$ cat src/rtl/usb_in_stream_arbiter_pkg.sv
// Shared types and constants for the USB CDC IN stream arbiter.
package usb_arb_pkg;

    typedef enum logic [1:0] {
        IDLE,
        HEADER,
        STREAM
    } arb_state_e;

    localparam logic [3:0]  HDR_TAG = 4'hA;
    localparam int unsigned MAX_REQ = 16;

endpackage

$ cat src/rtl/usb_in_stream_arbiter_if.sv
// Requester-side and CDC-side byte handshakes of the IN stream arbiter.
interface usb_in_stream_arbiter_if #(
    parameter int unsigned N_REQ = 3
);
    logic [8*N_REQ-1:0] req_data_i;
    logic [N_REQ-1:0]   req_valid_i;
    logic [N_REQ-1:0]   req_last_i;
    logic [N_REQ-1:0]   req_ready_o;
    logic [7:0]         out_data_o;
    logic               out_valid_o;
    logic               out_ready_i;
    logic [N_REQ-1:0]   grant_o;
    logic               busy_o;

    modport master (
        input  req_data_i, req_valid_i, req_last_i, out_ready_i,
        output req_ready_o, out_data_o, out_valid_o, grant_o, busy_o
    );

    modport slave (
        output req_data_i, req_valid_i, req_last_i, out_ready_i,
        input  req_ready_o, out_data_o, out_valid_o, grant_o, busy_o
    );
endinterface

$ cat src/rtl/usb_in_stream_arbiter_rr_pick.sv
// Round-robin picker: first set request strictly after ptr, wrapping at N.
module usb_rr_pick #(
    parameter int unsigned N = 3
) (
    input  logic [N-1:0] req_i,
    input  logic [3:0]   ptr_i,
    output logic [3:0]   idx_o,
    output logic         any_o
);
    logic [2*N-1:0] dbl;
    logic [N-1:0]   rot;
    logic [3:0]     start;
    logic [3:0]     pos;
    logic [4:0]     sum;
    logic           found;

    always_comb begin
        if (32'(ptr_i) + 32'd1 >= N) start = '0;
        else                         start = ptr_i + 4'd1;
        // Rotate so the search origin sits at bit 0, then priority-encode.
        dbl   = {req_i, req_i} >> start;
        rot   = dbl[N-1:0];
        pos   = '0;
        found = 1'b0;
        for (int i = 0; i < int'(N); i++) begin
            if (rot[i] && !found) begin
                pos   = 4'(i);
                found = 1'b1;
            end
        end
        sum = {1'b0, pos} + {1'b0, start};
        if (32'(sum) >= N) idx_o = 4'(32'(sum) - N);
        else               idx_o = sum[3:0];
        any_o = |req_i;
    end
endmodule

$ cat src/rtl/usb_in_stream_arbiter.sv
// Round-robin, burst-granular arbiter sharing one CDC IN byte channel between
// N_REQ byte-stream requesters, with an optional source-id header per burst.
module usb_in_stream_arbiter
    import usb_arb_pkg::*;
#(
    parameter int unsigned N_REQ        = 3,
    parameter int unsigned MAX_BURST    = 64,
    parameter int unsigned IDLE_TIMEOUT = 16,
    parameter int unsigned HEADER_EN    = 1
) (
    input  logic clk_i,
    input  logic rst_i,
    usb_in_stream_arbiter_if.master bus
);
    localparam int unsigned IDLE_W = $clog2(IDLE_TIMEOUT + 1);

    arb_state_e        state_q, state_d;
    logic [3:0]        gnt_q, gnt_d;
    logic [3:0]        ptr_q, ptr_d;
    logic [7:0]        byte_cnt_q, byte_cnt_d;
    logic [IDLE_W-1:0] idle_cnt_q, idle_cnt_d;
    logic [3:0]        pick_idx;
    logic              pick_any;
    logic              sel_valid, sel_last;
    logic [7:0]        sel_data;
    logic              xfer;

    usb_rr_pick #(.N(N_REQ)) u_pick (
        .req_i (bus.req_valid_i),
        .ptr_i (ptr_q),
        .idx_o (pick_idx),
        .any_o (pick_any)
    );

    always_comb begin
        sel_valid = 1'b0;
        sel_last  = 1'b0;
        sel_data  = '0;
        for (int unsigned k = 0; k < N_REQ; k++) begin
            if (gnt_q == 4'(k)) begin
                sel_valid = bus.req_valid_i[k];
                sel_last  = bus.req_last_i[k];
                sel_data  = bus.req_data_i[8*k +: 8];
            end
        end
    end

    always_comb begin
        state_d         = state_q;
        gnt_d           = gnt_q;
        ptr_d           = ptr_q;
        byte_cnt_d      = byte_cnt_q;
        idle_cnt_d      = idle_cnt_q;
        xfer            = 1'b0;
        bus.req_ready_o = '0;
        bus.out_data_o  = '0;
        bus.out_valid_o = 1'b0;
        bus.grant_o     = '0;
        bus.busy_o      = 1'b0;

        // Outputs are held at zero for the whole reset cycle.
        if (!rst_i) begin
            case (state_q)
                IDLE: begin
                    byte_cnt_d = '0;
                    idle_cnt_d = '0;
                    if (pick_any) begin
                        gnt_d   = pick_idx;
                        ptr_d   = pick_idx;
                        state_d = (HEADER_EN != 0) ? HEADER : STREAM;
                    end
                end
                HEADER: begin
                    bus.busy_o      = 1'b1;
                    bus.out_valid_o = 1'b1;
                    bus.out_data_o  = {HDR_TAG, gnt_q};
                    for (int unsigned k = 0; k < N_REQ; k++) bus.grant_o[k] = (gnt_q == 4'(k));
                    if (bus.out_ready_i) state_d = STREAM;
                end
                STREAM: begin
                    bus.busy_o      = 1'b1;
                    bus.out_valid_o = sel_valid;
                    bus.out_data_o  = sel_data;
                    for (int unsigned k = 0; k < N_REQ; k++) begin
                        bus.grant_o[k]     = (gnt_q == 4'(k));
                        bus.req_ready_o[k] = (gnt_q == 4'(k)) && bus.out_ready_i;
                    end
                    xfer = sel_valid && bus.out_ready_i;
                    if (sel_valid) begin
                        // A stalled-but-valid requester is not idle.
                        idle_cnt_d = '0;
                        if (xfer) begin
                            byte_cnt_d = byte_cnt_q + 8'd1;
                            if (sel_last || byte_cnt_q == 8'(MAX_BURST - 1)) begin
                                state_d    = IDLE;
                                byte_cnt_d = '0;
                            end
                        end
                    end else if (idle_cnt_q == IDLE_W'(IDLE_TIMEOUT - 1)) begin
                        state_d    = IDLE;
                        byte_cnt_d = '0;
                        idle_cnt_d = '0;
                    end else begin
                        idle_cnt_d = idle_cnt_q + 1'b1;
                    end
                end
                default: state_d = IDLE;
            endcase
        end
    end

    always_ff @(posedge clk_i) begin
        if (rst_i) begin
            state_q    <= IDLE;
            gnt_q      <= '0;
            ptr_q      <= 4'(N_REQ - 1);
            byte_cnt_q <= '0;
            idle_cnt_q <= '0;
        end else begin
            state_q    <= state_d;
            gnt_q      <= gnt_d;
            ptr_q      <= ptr_d;
            byte_cnt_q <= byte_cnt_d;
            idle_cnt_q <= idle_cnt_d;
        end
    end
endmodule

$ cat src/flat_wrapper.sv
// flat-port wrapper written by rule: the top's interface ports become plain ports
module usb_in_stream_arbiter_flat import usb_arb_pkg::*;
#(
    parameter int unsigned N_REQ        = 3,
    parameter int unsigned MAX_BURST    = 64,
    parameter int unsigned IDLE_TIMEOUT = 16,
    parameter int unsigned HEADER_EN    = 1
)
  (clk_i, rst_i, bus_req_data_i, bus_req_valid_i, bus_req_last_i, bus_out_ready_i, bus_req_ready_o, bus_out_data_o, bus_out_valid_o, bus_grant_o, bus_busy_o);
  usb_in_stream_arbiter_if #(.N_REQ(N_REQ)) bus_i ();
  input  logic clk_i;
  input  logic rst_i;
  input wire logic [$bits(bus_i.req_data_i)-1:0] bus_req_data_i;
  input wire logic [$bits(bus_i.req_valid_i)-1:0] bus_req_valid_i;
  input wire logic [$bits(bus_i.req_last_i)-1:0] bus_req_last_i;
  input wire logic [$bits(bus_i.out_ready_i)-1:0] bus_out_ready_i;
  output wire logic [$bits(bus_i.req_ready_o)-1:0] bus_req_ready_o;
  output wire logic [$bits(bus_i.out_data_o)-1:0] bus_out_data_o;
  output wire logic [$bits(bus_i.out_valid_o)-1:0] bus_out_valid_o;
  output wire logic [$bits(bus_i.grant_o)-1:0] bus_grant_o;
  output wire logic [$bits(bus_i.busy_o)-1:0] bus_busy_o;
  assign bus_i.req_data_i = bus_req_data_i;
  assign bus_i.req_valid_i = bus_req_valid_i;
  assign bus_i.req_last_i = bus_req_last_i;
  assign bus_i.out_ready_i = bus_out_ready_i;
  assign bus_req_ready_o = bus_i.req_ready_o;
  assign bus_out_data_o = bus_i.out_data_o;
  assign bus_out_valid_o = bus_i.out_valid_o;
  assign bus_grant_o = bus_i.grant_o;
  assign bus_busy_o = bus_i.busy_o;
  usb_in_stream_arbiter #(.N_REQ(N_REQ), .MAX_BURST(MAX_BURST), .IDLE_TIMEOUT(IDLE_TIMEOUT), .HEADER_EN(HEADER_EN)) u_core (.clk_i(clk_i), .rst_i(rst_i), .bus(bus_i));
endmodule
$ cat config.mk
export PLATFORM = sky130hd
export DESIGN_NAME = usb_in_stream_arbiter_flat
export DESIGN_NICKNAME = d
export VERILOG_FILES = /design/src/rtl/usb_in_stream_arbiter_pkg.sv /design/src/rtl/usb_in_stream_arbiter_if.sv /design/src/rtl/usb_in_stream_arbiter_rr_pick.sv /design/src/rtl/usb_in_stream_arbiter.sv /design/src/flat_wrapper.sv
export SDC_FILE = /design/constraint.sdc
export NUM_CORES = 1
export LEC_CHECK = 0
export CORE_AREA = 4 4 61 118
export DETAILED_ROUTE_END_ITERATION = 7
export DIE_AREA = 0 0 65 122
export HOLD_SLACK_MARGIN = 0.03
export SYNTH_ARGS = -nofsm -noshare
export SYNTH_HDL_FRONTEND = slang
export SYNTH_SLANG_ARGS = --single-unit
$ cat constraint.sdc
create_clock -name clk_i -period 9.5 [get_ports clk_i]
set_input_delay 1.425 -clock clk_i [delete_from_list [all_inputs] [get_ports clk_i]]
set_output_delay 1.425 -clock clk_i [all_outputs]
set_load 0.02 [all_outputs]
## Yosys cells after proc, flatten, opt, wreduce, memory -nomap -nowiden

Cells that the tools add are included.

| storage, ports and cells | value |
|---|---|
| logic and storage cells | 82 |
| bits in latches | 0 |
| RAM bits | 0 |
| register bits after elaboration | 23 |
| memories kept | 0 |
| ROM bits | 0 |
| output and inout bits | 16 |
| input bits | 33 |

| cells by class | value |
|---|---|
| shift-type cells | 1 |
| equality and inequality tests | 11 |
| mux-type cells | 40 |
| divide/modulo/power cells | 0 |
| magnitude comparators | 2 |
| bitwise operators | 0 |
| add/subtract/negate cells | 6 |
| reduce and logical (&&, ||, !) cells | 17 |
| $mul | 0 |

Operators with widths:

| cell | count |
|---|---|
| 2-to-1 mux 8 bit | 8 |
| >= comparator 32 x 2 -> 1 bit, second input constant | 1 |
| one-hot mux 8 bit (2 select lines) | 2 |
| 2-to-1 mux 1 bit | 12 |
| 2-to-1 mux 2 bit | 6 |
| 2-to-1 mux 3 bit | 4 |
| 2-to-1 mux 4 bit | 3 |
| 2-to-1 mux 5 bit | 2 |
| one-hot mux 5 bit (2 select lines) | 1 |
| adder 8 x 1 -> 8 bit, second input constant | 1 |
| equality test 8 x 6 -> 1 bit, second input constant | 1 |
| logical AND 1 bit | 6 |
| != test 3 bit, second input constant | 2 |
| one-hot mux 2 bit (3 select lines) | 1 |
| right shift 6 x 4 -> 3 bit | 1 |
| adder 4 x 1 -> 5 bit, second input constant | 1 |
| adder 4 x 4 -> 5 bit | 1 |
| adder 5 x 1 -> 5 bit, second input constant | 1 |
| equality test 5 x 4 -> 1 bit, second input constant | 1 |
| >= comparator 5 x 2 -> 1 bit, second input constant | 1 |
| AND reduction 5 bit | 1 |
| adder 4 x 1 -> 4 bit, second input constant | 1 |
| equality test 4 x 1 -> 1 bit, second input constant | 1 |
| equality test 4 x 2 -> 1 bit, second input constant | 1 |
| 16 further kinds | 17 |

## Depth between registers and ports, before layout

Gate-level depths: netlist (run 1).

| depth | value |
|---|---|
| word-level depth | 14 |
| mapped depth | 15 |
| depth with buffers taken out | 14 |

## Modules after synthesis

A second synthesis (run 1) with hierarchy kept.

| second synthesis, totals | value |
|---|---|
| cells, all modules | 235 |
| area, all modules | 1694.1 um^2 |

By module, submodules not included:

| module | instances | cells each | area an instance (um^2) | sequential area each (um^2) |
|---|---|---|---|---|
| usb_in_stream_arbiter | 1 | 196 | 1397.6 | 400.4 |
| usb_rr_pick | 1 | 39 | 296.5 | 0.0 |

## Worst setup path before layout (run 1)

Ideal clock, no wire load.

| timing path | value |
|---|---|
| path kind | input -> output |
| start point | input port rst_i |
| end point | output port bus_req_ready_o[2] |
| slack | 5.729 ns |
| data required time | 8.075 ns |
| arrival time | 2.346 ns |
| buffers on the path | 1 |
| stages | 2 |
| cell sequence | clkbuf_1 nor4_1 |

| on the way | value |
|---|---|
| word-level cells in the longest chain between the ends | 1 |

RTL lines:

| element | RTL line | source |
|---|---|---|
| start: declaration | flat_wrapper.sv:12 | `input logic rst_i;` |
| 2-to-1 mux 3 bit | usb_in_stream_arbiter.sv:62 | `if (!rst_i) begin` |
| end: declaration | flat_wrapper.sv:17 | `output wire logic [$bits(bus_i.req_ready_o)-1:0] bus_req_ready_o;` |

Every way passes these cells.

## Worst setup path after layout (run 1)

| timing path | value |
|---|---|
| start point | input port rst_i |
| end point | output port bus_grant_o[1] |

| on the way | value |
|---|---|
| word-level cells in the longest chain between the ends | 1 |

RTL lines:

| element | RTL line | source |
|---|---|---|
| 2-to-1 mux 3 bit | usb_in_stream_arbiter.sv:62 |  |
| end: declaration | flat_wrapper.sv:20 | `output wire logic [$bits(bus_i.grant_o)-1:0] bus_grant_o;` |

Every way passes these cells.

==> results.sh, run 1 <==
export IMPL_path_class="input port to output port"
export IMPL_max_freq_ghz=0.191
export IMPL_dp_slack_ns=4.24
export IMPL_synth_area_um2=1830
export IMPL_slew_headroom_pct=39.2
export IMPL_clock_sinks=20
export IMPL_dieArea_um2=7930
export IMPL_synth_main_ff_cell="dfxtp_1"
export IMPL_slew_violations=0
export IMPL_grt_pass1_vias=1915
export IMPL_crit_top_cell="clkdlybuf4s50_1"
export IMPL_hold_worst_slack_ns=0.477
export IMPL_chipHeight_um=122
export IMPL_avgSynthCellArea_um2=7.65
export IMPL_post_route_period_util_pct=55.1
export IMPL_initial_core_util_pct=29.0
export IMPL_finClkSkew_ns=0.00128
export IMPL_fin_setup_tns_ns=0
export IMPL_setup_viol=0
export IMPL_vias=1886
export IMPL_grt_antenna_before_repair=0
export IMPL_routed_wl_mm=5.53
export IMPL_hold_start="u_core.idle_cnt_q[4]$_SDFFE_PP0P_"
export IMPL_critPathRequiredTime_ns=8.08
export IMPL_place_congestion=0.793
export IMPL_hold_violations=0
export IMPL_synthCells=239
export IMPL_clock_latency_ns=0.25
export IMPL_hpwlAfterDp_mm=4.36
export IMPL_post_cts_repair_setup_buffers=0
export IMPL_cts_repair_resized=0
export IMPL_synth_edf_count=0
export IMPL_power_density_nw_per_um2=219
export IMPL_wl_met1_mm=2.05
export IMPL_cts_tree="done"
export IMPL_critPathCaptureType="output port"
export IMPL_ys_ff_latch=20
export IMPL_r2r_setup_slack_ns=5.69
export IMPL_p_leak_nw=0.820
export IMPL_grt_overflow=0
export IMPL_first_pass_iters=4
export IMPL_worstRegToRegCells=12
export IMPL_coreArea_um2=6310
export IMPL_worst_setup_path_start_kind="input port"
export IMPL_r2r_start="u_core.ptr_q[0]$_SDFFE_PP0P_"
export IMPL_synth_async_reset_ratio_pct=0
export IMPL_worstSetupStartpoint="rst_i"
export IMPL_grt_usage_pct=14.2
export IMPL_path_max_fanout=25
export IMPL_seq_area_frac_synth_pct=21.9
export IMPL_ir_worst_vdd_mv=0.0528
export IMPL_grt_pass1_wl_mm=9.18
export IMPL_status="finished, final reports clean"
export IMPL_maxCapViolations=0
export IMPL_hold_path_endpoint="u_core.idle_cnt_q[4]$_SDFFE_PP0P_"
export IMPL_clockBufferDepth=2
export IMPL_wl_per_cell_um=15.4
export IMPL_wl_met3_um=298
export IMPL_drt_iter0_markers=86
export IMPL_drc=0
export IMPL_yosys_warnings=0
export IMPL_cp_top_family="buffers and inverters"
export IMPL_dieWidth_um=65
export IMPL_critPathMaxStageDelay_ns=0.85
export IMPL_rows=41
export IMPL_clk_pin_slew_ns=0.05
export IMPL_fin_ws_ns=4.26
export IMPL_antenna_cells=0
export IMPL_holdPathStages=1
export IMPL_path_cells="clkdlybuf4s50_1 > nand2b_1 > nor4_1 > clkdlybuf4s50_1"
export IMPL_ctsHoldBuffers=0
export IMPL_grt_max_degree=26
export IMPL_rsz0062_at_grt="false"
export IMPL_worstMarginPinSlew_ns=0.911
export IMPL_wl_met2_mm=3.13
export IMPL_timing_critical_path_buf_inv=2
export IMPL_cp_slowest_cell="clkdlybuf4s50_1"
export IMPL_ios=49
export IMPL_ant_nets=0
export IMPL_cts_buffers=3
export IMPL_cts_htree_levels=1
export IMPL_via_per_inst=5.25
export IMPL_layout_nets=319
export IMPL_yosysUniqueCellTypes=49
export IMPL_fillers=666
export IMPL_io_buffers=48
export IMPL_area_growth_pct=31.1
export IMPL_min_delay_path_class="register to register"
export IMPL_root_buffer="clkbuf_16"
export IMPL_r2r_end="u_core.gnt_q[1]$_SDFFE_PP0P_"
export IMPL_period_minus_slack_ns=5.24
export IMPL_syn_num_nets=283
export IMPL_arrival_ns=3.81
export IMPL_final_layout_size_suffix_gt1_share_pct=4.76
export IMPL_top_layer="met4"
[flip-flops by register name, indices dropped and copies added, names as in the netlist]
signal             cells
u_core.gnt_q           1
u_core.ptr_q           4
u_core.idle_cnt_q      5
u_core.state_q         2
u_core.byte_cnt_q      8
[how the worst max path moves through the flow]
stage	end	slack, ns	cells after the start
after floorplan	bus_req_ready_o[2]	5.73	2
after global placement	bus_grant_o[1]	4.31	4
after detailed placement	bus_grant_o[1]	4.24	4
after CTS	bus_grant_o[1]	4.24	4
after global routing	bus_grant_o[0]	3.99	4
final	bus_grant_o[1]	4.26	4
[layout make-up]
class	instances	area, um^2	share of cell area, %
multi-input cells	195	1310	54.4
clock buffers	3	75.1	3.13
well taps	86	108	4.49
repair buffers	48	480	20.0
inverters	7	28.8	1.20
flip-flops and latches	20	400	16.7
[layer usage]
metal  up-vias  GRT usage [%]
met5         -              0
met4         0           3.44
met3         4           1.20
met2        57           29.5
met1       875           14.4
li1        950              -
[cell families (layout without fill, tap and decap cells)]
group / Yosys count / in the layout / share of synthesized area [%]
buffers and inverters: 24 / 58 / 6.71
multiplexers: 13 / 13 / 7.39
AND/OR/NAND/NOR: 112 / 112 / 33.9
AO/OA/AOI/OAI: 59 / 59 / 22.2
flip-flops: 20 / 20 / 21.9
adder cells (fa/ha/maj): 11 / 11 / 7.94
[stage by stage]
step / total power (W) / instance area (um^2) / util (%) / instances
2_1_floorplan: 0.000363 / 1830 / - / 239
3_5_place_dp: 0.000445 / 2320 / 36.8 / 356
5_1_grt: 0.000576 / 2400 / 38.0 / 359
3_3_place_gp: 0.000442 / 2320 / 36.8 / 356
4_1_cts: 0.000530 / 2400 / 38.0 / 359
6_report: 0.000525 / 2400 / 38.0 / 359
[Yosys cell counts, types with 3 or more instances]
cell type | count | area share, %
nand2_1 | 17 | 3.5
dfxtp_1 | 20 | 22
a31oi_1 | 4 | 1.4
or3_1 | 3 | 1.0
nand4_1 | 5 | 1.7
a22oi_1 | 6 | 2.5
clkbuf_1 | 10 | 2.1
inv_1 | 6 | 1.2
mux2i_1 | 12 | 6.6
a21oi_1 | 17 | 4.7
buf_2 | 3 | 0.82
nor2_1 | 32 | 6.6
nand2b_1 | 9 | 3.1
nor3_1 | 11 | 3.0
nand3b_1 | 4 | 1.6
nand3_1 | 8 | 2.2
or4b_1 | 3 | 1.6
ha_1 | 10 | 6.8
o31ai_1 | 8 | 3.3
nor4_1 | 4 | 1.4
buf_6 | 3 | 1.8
o21ai_0 | 9 | 2.5
[power by group]
| group | internal [W] | switching, W |
|---|---|---|
| clock | 0.0000554 | 0.0000289 |
| combinational | 0.000124 | 0.000195 |
| sequential | 0.0000962 | 0.0000250 |
[placed cells by master (no fill, tap or decap), types with 2 or more instances in the layout]
cell type,n
clkdlybuf4s50_1,48
nor2_1,32
dfxtp_1,20
nand2_1,17
a21oi_1,17
mux2i_1,12
nor3_1,11
ha_1,10
nand2b_1,9
o21ai_0,9
o31ai_1,8
nand3_1,8
a22oi_1,6
inv_1,6
nand4_1,5
nor4_1,4
nand3b_1,4
a31oi_1,4
or4b_1,3
or3_1,3
clkbuf_16,3
and2_1,2
nand4b_1,2
o2111ai_1,2
nor4b_1,2
nor3b_1,2
o211a_1,2
nor3_2,2
a41oi_1,2
(Power assumes the default switching activity.)
==> run 2, diff against run 1 <==
Clock period 9.5 ns to 5.09 ns, I/O delays scaled along.
==> results.sh, run 2 (synthesis gave the netlist of run 1 again) <==
export IMPL_status="finished, final reports clean"
export IMPL_min_delay_path_class="register to register"
export IMPL_layout_commonest_cell="clkdlybuf4s50_1"
export IMPL_cts_buffers=3
export IMPL_timing_critical_path_buf_inv=0
export IMPL_area_growth_pct=33.2
export IMPL_drt_iter0_markers=65
export IMPL_hpwlAfterDp_mm=4.29
export IMPL_regMostFlops="u_core.byte_cnt_q"
export IMPL_path_cells="ha_1 > and2_1 > a21oi_1 > or4b_1 > nand2_1 > o221ai_1 > ha_1 > fa_1 > ha_1 > nor3_1 > nor2_1 > or3_1 > a21oi_1"
export IMPL_grt_pass1_wl_mm=8.96
export IMPL_setup_viol=0
export IMPL_ir_worst_vdd_mv=0.120
export IMPL_critPathMaxStageDelay_ns=0.74
export IMPL_post_route_period_util_pct=73.5
export IMPL_critPathCaptureType="register"
export IMPL_worst_setup_path_start_kind="register"
export IMPL_drc=0
export IMPL_fin_setup_tns_ns=0
export IMPL_first_pass_iters=4
export IMPL_finClkSkew_ns=0.00464
export IMPL_power_density_nw_per_um2=425
export IMPL_initial_core_util_pct=29.0
export IMPL_grt_usage_pct=14.3
export IMPL_rows=41
export IMPL_clockBufferDepth=2
export IMPL_worstRegToRegCells=13
export IMPL_cp_top_family="adder cells"
export IMPL_cp_slowest_cell="dfxtp_1"
export IMPL_hold_violations=0
export IMPL_ctsHoldBuffers=0
export IMPL_final_cell_mix="48 x clkdlybuf4s50_1, 32 x nor2_1, 20 x dfxtp_1"
export IMPL_clk_pin_slew_ns=0.06
export IMPL_place_congestion=0.787
export IMPL_final_layout_size_suffix_gt1_share_pct=5.45
export IMPL_worstMarginPinSlew_ns=0.918
export IMPL_grt_overflow=0
export IMPL_grt_pass1_vias=1921
export IMPL_cts_htree_levels=1
export IMPL_cp_depth=13
export IMPL_root_buffer="clkbuf_16"
export IMPL_io_buffers=48
export IMPL_via_per_inst=5.27
export IMPL_max_freq_ghz=0.267
export IMPL_largest_reg_flops=8
export IMPL_r2r_start="u_core.ptr_q[0]$_SDFFE_PP0P_"
export IMPL_wl_per_cell_um=15.2
export IMPL_layout_nets=320
export IMPL_chipHeight_um=122
export IMPL_maxCapViolations=0
export IMPL_path_class="register to register"
export IMPL_vias=1902
export IMPL_critPathRequiredTime_ns=5.28
export IMPL_reg_largest_list="u_core.byte_cnt_q: 8 flops, u_core.idle_cnt_q: 5 flops, u_core.ptr_q: 4 flops"
export IMPL_path_max_fanout=19
export IMPL_coreArea_um2=6310
export IMPL_slew_violations=0
export IMPL_cts_tree="done"
export IMPL_post_cts_repair_setup_buffers=0
export IMPL_arrival_ns=3.93
export IMPL_ant_nets=0
export IMPL_dieArea_um2=7930
export IMPL_dieWidth_um=65
export IMPL_cts_repair_resized=0
export IMPL_grt_max_degree=26
export IMPL_total_power_w=0.00104
export IMPL_ios=49
export IMPL_p_leak_nw=0.839
export IMPL_clock_sinks=20
export IMPL_r2r_setup_slack_ns=1.35
export IMPL_slew_headroom_pct=38.6
export IMPL_crit_top_cell="ha_1"
export IMPL_rsz0062_at_grt="false"
export IMPL_grt_antenna_before_repair=0
export IMPL_routed_wl_mm=5.48
export IMPL_period_minus_slack_ns=3.74
export IMPL_clock_latency_ns=0.26
export IMPL_worstSetupStartpoint="u_core.ptr_q[0]$_SDFFE_PP0P_"
export IMPL_antenna_cells=0
export IMPL_r2r_end="u_core.gnt_q[1]$_SDFFE_PP0P_"
export IMPL_cp_endpoint="u_core.gnt_q[1]$_SDFFE_PP0P_"
-- run 2: changes by cell type in the layout (fill, tap and decap cells not counted), sizes merged --
cell	delta
buf	+1
bufinv	+1
-- run 2: worst reg2reg max path, delay by kind of cell, from the launching register on --
kind,cells,cell delay [ns]
and+or+nand+nor,6,1.29
AOI/OAI and AO/OA,3,0.36
DFF,1,0.74
adders and majority gates,4,1.30
-- run 2: layer usage --
metal	GRT usage [%]	wire [um]
met1	13.4	1960
met2	28.5	3060
met3	2.12	326
met4	6.89	137
met5	0	0
-- run 2: how the worst min path moves through the flow --
stage | startpoint | endpoint | cells after the start
finish | u_core.idle_cnt_q[4]$_SDFFE_PP0P_ | u_core.idle_cnt_q[4]$_SDFFE_PP0P_ | 1
floorplan | u_core.idle_cnt_q[4]$_SDFFE_PP0P_ | u_core.idle_cnt_q[4]$_SDFFE_PP0P_ | 1
detailed placement | u_core.idle_cnt_q[4]$_SDFFE_PP0P_ | u_core.idle_cnt_q[4]$_SDFFE_PP0P_ | 1
global route | u_core.idle_cnt_q[4]$_SDFFE_PP0P_ | u_core.idle_cnt_q[4]$_SDFFE_PP0P_ | 1
CTS | u_core.idle_cnt_q[4]$_SDFFE_PP0P_ | u_core.idle_cnt_q[4]$_SDFFE_PP0P_ | 1
global placement | u_core.idle_cnt_q[4]$_SDFFE_PP0P_ | u_core.idle_cnt_q[4]$_SDFFE_PP0P_ | 1
-- run 2: through the flow --
stage	cell area (um^2)	instances	util [%]	setup slack [ns]	hold slack, ns
detailed placement	2330	357	36.9	1.35	0.465
global placement	2330	357	36.9	1.45	0.466
finish	2430	361	38.6	1.35	0.471
CTS	2430	361	38.6	1.32	0.473
floorplan	1830	239	-	1.96	0.452
global route	2430	361	38.6	1.01	0.482
-- run 2: cell type report --
class / count / area, um^2
fill: 657 / 3870
multi-input combinational: 195 / 1310
timing repair buffer: 49 / 488
sequential: 20 / 400
tap: 86 / 108
clock buffer: 3 / 75.1
clock inverter: 1 / 30.0
inverter: 7 / 28.8
-- run 2: report_power, final --
part | total (W) | switching, W | internal [W]
sequential | 0.000226 | 0.0000461 | 0.000180
combinational | 0.000591 | 0.000359 | 0.000232
clock | 0.000219 | 0.0000624 | 0.000156
total | 0.00104 | 0.000467 | 0.000568
